### src/rtl/debug_p2axi.sv
// Debug P-bus to AXI4-Lite master: issues one read or write per P-bus request.
// Optional hung-slave abort is compiled in with `define DEBUG_P2AXI_TIMEOUT_EN.
module debug_p2axi #(
    parameter logic [2:0]  AXI_PROT       = 3'b010,
    parameter int unsigned TIMEOUT_CYCLES = 1024
) (
    input  logic        CLK,
    input  logic        RST,

    input  logic        PVALID,
    output logic        PREADY,
    input  logic [3:0]  PWSTB,
    input  logic [31:0] PADDR,
    input  logic [31:0] PWDATA,
    output logic [31:0] PRDATA,
    output logic        PERR,
    output logic        ERR_STICKY,
    input  logic        ERR_CLR,

    output logic        M_AWVALID,
    input  logic        M_AWREADY,
    output logic [31:0] M_AWADDR,
    output logic [2:0]  M_AWPROT,

    output logic        M_WVALID,
    input  logic        M_WREADY,
    output logic [31:0] M_WDATA,
    output logic [3:0]  M_WSTRB,

    input  logic        M_BVALID,
    output logic        M_BREADY,
    input  logic [1:0]  M_BRESP,

    output logic        M_ARVALID,
    input  logic        M_ARREADY,
    output logic [31:0] M_ARADDR,
    output logic [2:0]  M_ARPROT,

    input  logic        M_RVALID,
    output logic        M_RREADY,
    input  logic [31:0] M_RDATA,
    input  logic [1:0]  M_RRESP
);

    typedef enum logic [2:0] {
        IDLE,
        WADDR,
        WRESP,
        RADDR,
        RDATA,
        DONE
    } state_t;

    state_t      state_q, state_d;
    logic [31:0] addr_q, addr_d;
    logic [3:0]  wstb_q, wstb_d;
    logic [31:0] wdata_q, wdata_d;
    logic        aw_done_q, aw_done_d;
    logic        w_done_q, w_done_d;
    logic [31:0] prdata_q, prdata_d;
    logic        perr_q, perr_d;
    logic        err_sticky_q, err_sticky_d;

    logic        aw_hs;
    logic        w_hs;
    logic        aw_all;
    logic        w_all;

`ifdef DEBUG_P2AXI_TIMEOUT_EN
    localparam logic [15:0] TO_LAST = 16'(TIMEOUT_CYCLES - 1);

    logic [15:0] cnt_q, cnt_d;
    logic        timeout_hit;
`else
    logic        unused_timeout_cfg;
    assign unused_timeout_cfg = (TIMEOUT_CYCLES != 0);
`endif

    // Every output is a pure decode of registered state, so no AXI input
    // reaches an output combinationally.
    assign M_AWVALID  = (state_q == WADDR) && !aw_done_q;
    assign M_WVALID   = (state_q == WADDR) && !w_done_q;
    assign M_BREADY   = (state_q == WRESP);
    assign M_ARVALID  = (state_q == RADDR);
    assign M_RREADY   = (state_q == RDATA);
    assign PREADY     = (state_q == DONE);

    assign M_AWADDR   = addr_q;
    assign M_ARADDR   = addr_q;
    assign M_WDATA    = wdata_q;
    assign M_WSTRB    = wstb_q;
    assign M_AWPROT   = M_AWVALID ? AXI_PROT : 3'b000;
    assign M_ARPROT   = M_ARVALID ? AXI_PROT : 3'b000;

    assign PRDATA     = prdata_q;
    assign PERR       = perr_q;
    assign ERR_STICKY = err_sticky_q;

    // NOTE: every _d gets its hold value first so no path through the case
    // leaves a variable unassigned, which would infer a latch.
    always_comb begin
        state_d      = state_q;
        addr_d       = addr_q;
        wstb_d       = wstb_q;
        wdata_d      = wdata_q;
        aw_done_d    = aw_done_q;
        w_done_d     = w_done_q;
        prdata_d     = prdata_q;
        perr_d       = perr_q;
        err_sticky_d = err_sticky_q;

        aw_hs  = M_AWVALID && M_AWREADY;
        w_hs   = M_WVALID && M_WREADY;
        aw_all = aw_done_q || aw_hs;
        w_all  = w_done_q || w_hs;

        case (state_q)
            IDLE: begin
                aw_done_d = 1'b0;
                w_done_d  = 1'b0;
                if (PVALID) begin
                    addr_d  = PADDR;
                    wstb_d  = PWSTB;
                    wdata_d = PWDATA;
                    state_d = (PWSTB != 4'h0) ? WADDR : RADDR;
                end
            end
            WADDR: begin
                aw_done_d = aw_all;
                w_done_d  = w_all;
                if (aw_all && w_all) begin
                    aw_done_d = 1'b0;
                    w_done_d  = 1'b0;
                    state_d   = WRESP;
                end
            end
            WRESP: begin
                if (M_BVALID) begin
                    prdata_d = 32'h0;
                    perr_d   = (M_BRESP != 2'b00);
                    state_d  = DONE;
                end
            end
            RADDR: begin
                if (M_ARREADY) begin
                    state_d = RDATA;
                end
            end
            RDATA: begin
                if (M_RVALID) begin
                    prdata_d = M_RDATA;
                    perr_d   = (M_RRESP != 2'b00);
                    state_d  = DONE;
                end
            end
            DONE: begin
                state_d = IDLE;
            end
            default: begin
                state_d = IDLE;
            end
        endcase

`ifdef DEBUG_P2AXI_TIMEOUT_EN
        cnt_d       = cnt_q;
        timeout_hit = 1'b0;
        if (state_q == IDLE) begin
            cnt_d = 16'h0;
        end else if (state_q != DONE) begin
            cnt_d       = cnt_q + 16'd1;
            timeout_hit = (cnt_q == TO_LAST);
        end
        // A completion landing on the same edge as the limit still wins.
        if (timeout_hit && (state_d != DONE)) begin
            state_d   = DONE;
            perr_d    = 1'b1;
            prdata_d  = 32'h0;
            aw_done_d = 1'b0;
            w_done_d  = 1'b0;
        end
`endif

        // Set has priority over a clear arriving in the same cycle.
        if ((state_q == DONE) && perr_q) begin
            err_sticky_d = 1'b1;
        end else if (ERR_CLR) begin
            err_sticky_d = 1'b0;
        end
    end

    // NOTE: sequential state uses non-blocking assignments so all flops
    // update together from values computed before the edge.
    always_ff @(posedge CLK or posedge RST) begin
        if (RST) begin
            state_q      <= IDLE;
            addr_q       <= 32'h0;
            wstb_q       <= 4'h0;
            wdata_q      <= 32'h0;
            aw_done_q    <= 1'b0;
            w_done_q     <= 1'b0;
            prdata_q     <= 32'h0;
            perr_q       <= 1'b0;
            err_sticky_q <= 1'b0;
        end else begin
            state_q      <= state_d;
            addr_q       <= addr_d;
            wstb_q       <= wstb_d;
            wdata_q      <= wdata_d;
            aw_done_q    <= aw_done_d;
            w_done_q     <= w_done_d;
            prdata_q     <= prdata_d;
            perr_q       <= perr_d;
            err_sticky_q <= err_sticky_d;
        end
    end

`ifdef DEBUG_P2AXI_TIMEOUT_EN
    always_ff @(posedge CLK or posedge RST) begin
        if (RST) begin
            cnt_q <= 16'h0;
        end else begin
            cnt_q <= cnt_d;
        end
    end
`endif

endmodule
### config.mk
export PLATFORM = sky130hd
export DESIGN_NAME = debug_p2axi
export DESIGN_NICKNAME = d
export VERILOG_FILES = /design/src/rtl/debug_p2axi.sv
export SDC_FILE = /design/constraint.sdc
export NUM_CORES = 1
export LEC_CHECK = 0
export ABC_AREA = 0
export CAP_MARGIN = 10
export CORE_MARGIN = 2
export CORE_UTILIZATION = 34
export DETAILED_ROUTE_END_ITERATION = 12
export GPL_ROUTABILITY_DRIVEN = 0
export PLACE_DENSITY = 0.85
export SETUP_SLACK_MARGIN = 0.02
export SLEW_MARGIN = 30
export SYNTH_ARGS = -nofsm -noshare
export SYNTH_HDL_FRONTEND = slang
export SYNTH_SLANG_ARGS = --single-unit
### constraint.sdc
create_clock -name CLK -period 4 [get_ports CLK]
set_input_delay 1 -clock CLK [delete_from_list [all_inputs] [get_ports CLK]]
set_output_delay 1 -clock CLK [all_outputs]
set_load 0.03 [all_outputs]
==> reports/qor.yml <==
outcome: "finished clean"
hold_buffers: 0
vias_per_cell: 4.64
finalMaxSlewViolations: 0
grt_pass1_vias: 3459
die_y_um: 118
cts_root_buf: "clkbuf_16"
grt_usage_pct: 16.9
rows: 41
die_area_sq_um: 13900
fin_cells: 701
synth_top_area_share_pct: 60.9
synth_cells: 303
nFillCells: 1070
multi_input_area_sq_um: 1330
place_inst: 686
numCtsBuffers: 9
clockBufferDepth: 2
cts_htree_levels: 3
num_antenna_cells: 0
synth.avg_cell_area_sq_um: 14.5
drive_above_1_share_pct: 14.4
final_common_cell: "clkdlybuf4s50_1"
max-cap-violations: 0
hold_class: "reg -> reg"
crit_type: "reg -> out"
io_buffer_count: 254
p_leak_nw: 2.98
drt_iter0_drc: 134
seq_area_sq_um: 2680
rsz0062_at_grt: "false"
seq_area_frac_synth_pct: 60.9
setup_viol: 0
final_cell_mix: "clkdlybuf4s50_1, dfrtp_1, mux2_2"
worstPathRequired_ns: 3.00
fin_nets: 638
hpwl_mm: 9.00
wirelength_mm: 11.7
ioPinCount: 259
startpoint_type: "flop"
slew_headroom_pct: 59.8
vias: 3253
gr-total-overflow: 0
design_area_sq_um: 7160
postPlaceCellArea_sq_um: 6870
synthArstFlopShare_pct: 100
path_cells: "nor2_1, nand2_1, nor2_1, clkdlybuf4s50_1"
antenna_found_initial: 0
crit_top_cell: "nor2_1"
drc: 0
wl_per_cell_um: 16.7
worstPathArrival_ns: 2.23
ys_ff_latch: 107
fin_crit_ns: 3.23
ys.flop_type: "dfrtp_1"
peakVddDrop_mv: 0.434
hold_violations: 0
ant_nets: 0
synth.largest_area_cell: "dfrtp_1"
period_share_pct: 80.7
yosysWarnings: 0
finalClockSkew_ns: 0.00433
fmaxAchievable_mhz: 310
initial_core_util_pct: 34.9
die_w_um: 118
area_delta_synth_final_pct: 62.8
cts.clk_slew.worst_paths_ns: 0.07
grt_pass1_wl_mm: 18.5
synth-edff-count: 0
syn_area_sq_um: 4400
clock_latency_ns: 0.34
path_max_fanout: 9
cpPeakStageDelay_ns: 0.69
p_total_mw: 6.64
cts_setup_buffers: 0
worstMarginPinSlew_ns: 0.598
slowest_stage: "clkdlybuf4s50_1"
synthDistinctLibCells: 28
clock_sinks: 107
crit_path_end_kind: "primary output"
synth_area_leaders: "dfrtp_1, mux2_2, buf_4, a22o_1, mux2_1"
cts_tree: "done"
dr.pass1.iters: 4
p_per_area_nw_per_um2: 927
core_sq_um: 12600
finalSetupTns_ns: 0
grt_max_degree: 66
ctsResizeCount: 0
==> synthesized netlist by cell type, types with 2 or more instances <==
cell type,instances
dfrtp_1,107
mux2_2,49
buf_4,42
a22o_1,33
mux2_1,20
nor2_1,8
buf_2,7
a21oi_1,4
inv_1,4
nand2_1,4
clkbuf_1,3
and2_1,2
buf_6,2
mux2i_1,2
nand3b_1,2
o21bai_1,2
==> worst max-delay path: cells and delay by family, from the launching register on <==
family	cells	cell delay, ns
buffers and inverters	1	0.69
flip-flops	1	0.51
AND/OR/NAND/NOR	3	0.69
==> routing by layer <==
layer | share of wire, % | routed length (um) | up-vias | global-route usage [%]
li1 | - | - | 1475 | -
met1 | 37 | 4300 | 1611 | 17.8
met2 | 54 | 6340 | 146 | 31.2
met3 | 6.7 | 787 | 21 | 4.60
met4 | 2.2 | 261 | 0 | 7.30
met5 | 0 | 0 | - | 0
==> metrics by stage <==
step	utilization [%]	hold slack (ns)	worst slack, ns
after floorplan	-	0.535	0.183
after global routing	56.7	0.499	0.641
after CTS	56.7	0.492	0.765
final	56.7	0.484	0.773
after detailed placement	54.4	0.476	1.11
after global placement	54.4	0.467	1.14
==> final timing paths <==
kind / startpoint / end / slack (ns) / depth (start not counted)
min in group asynchronous: RST / M_ARADDR[0] / 1.06 / 2
hold reg to reg: M_WDATA[10] / M_WDATA[10] / 0.48 / 1
max in group asynchronous: RST / M_WDATA[14] / 2.17 / 3
setup reg to reg: state_q[0] / M_ARADDR[29] / 2.00 / 3
hold / removal: M_WDATA[10] / M_WDATA[10] / 0.48 / 1
setup / recovery: state_q[1] / M_AWPROT[1] / 0.77 / 4
==> cell families after synthesis <==
| logic type | synth area share (%) |
|---|---|
| muxes | 18.6 |
| DFF | 60.9 |
| buffers and inverters | 9.08 |
| AOI/OAI and AO/OA | 7.94 |
| and+or+nand+nor | 3.39 |
| other | 0.0853 |
==> state kept, by name, indices dropped and copies added, names as in the netlist <==
signal	count
M_ARADDR	32
state_q	3
aw_done_q	1
w_done_q	1
PRDATA	32
M_WSTRB	4
ERR_STICKY	1
M_WDATA	32
PERR	1
==> cell type report <==
type                    count  share of cell area, %
clock inverters             3                  0.297
well taps                 172                   3.01
clock buffers              12                   3.72
multi-input cells         141                   18.6
inverters                   4                  0.245
repair buffers            262                   36.7
flip-flops and latches    107                   37.4
==> where the power goes <==
group / internal [mW] / switching (mW)
combinational: 1.76 / 2.07
clock: 0.471 / 0.377
sequential: 1.59 / 0.366
Note: power is estimated with default switching activity, not from simulation.
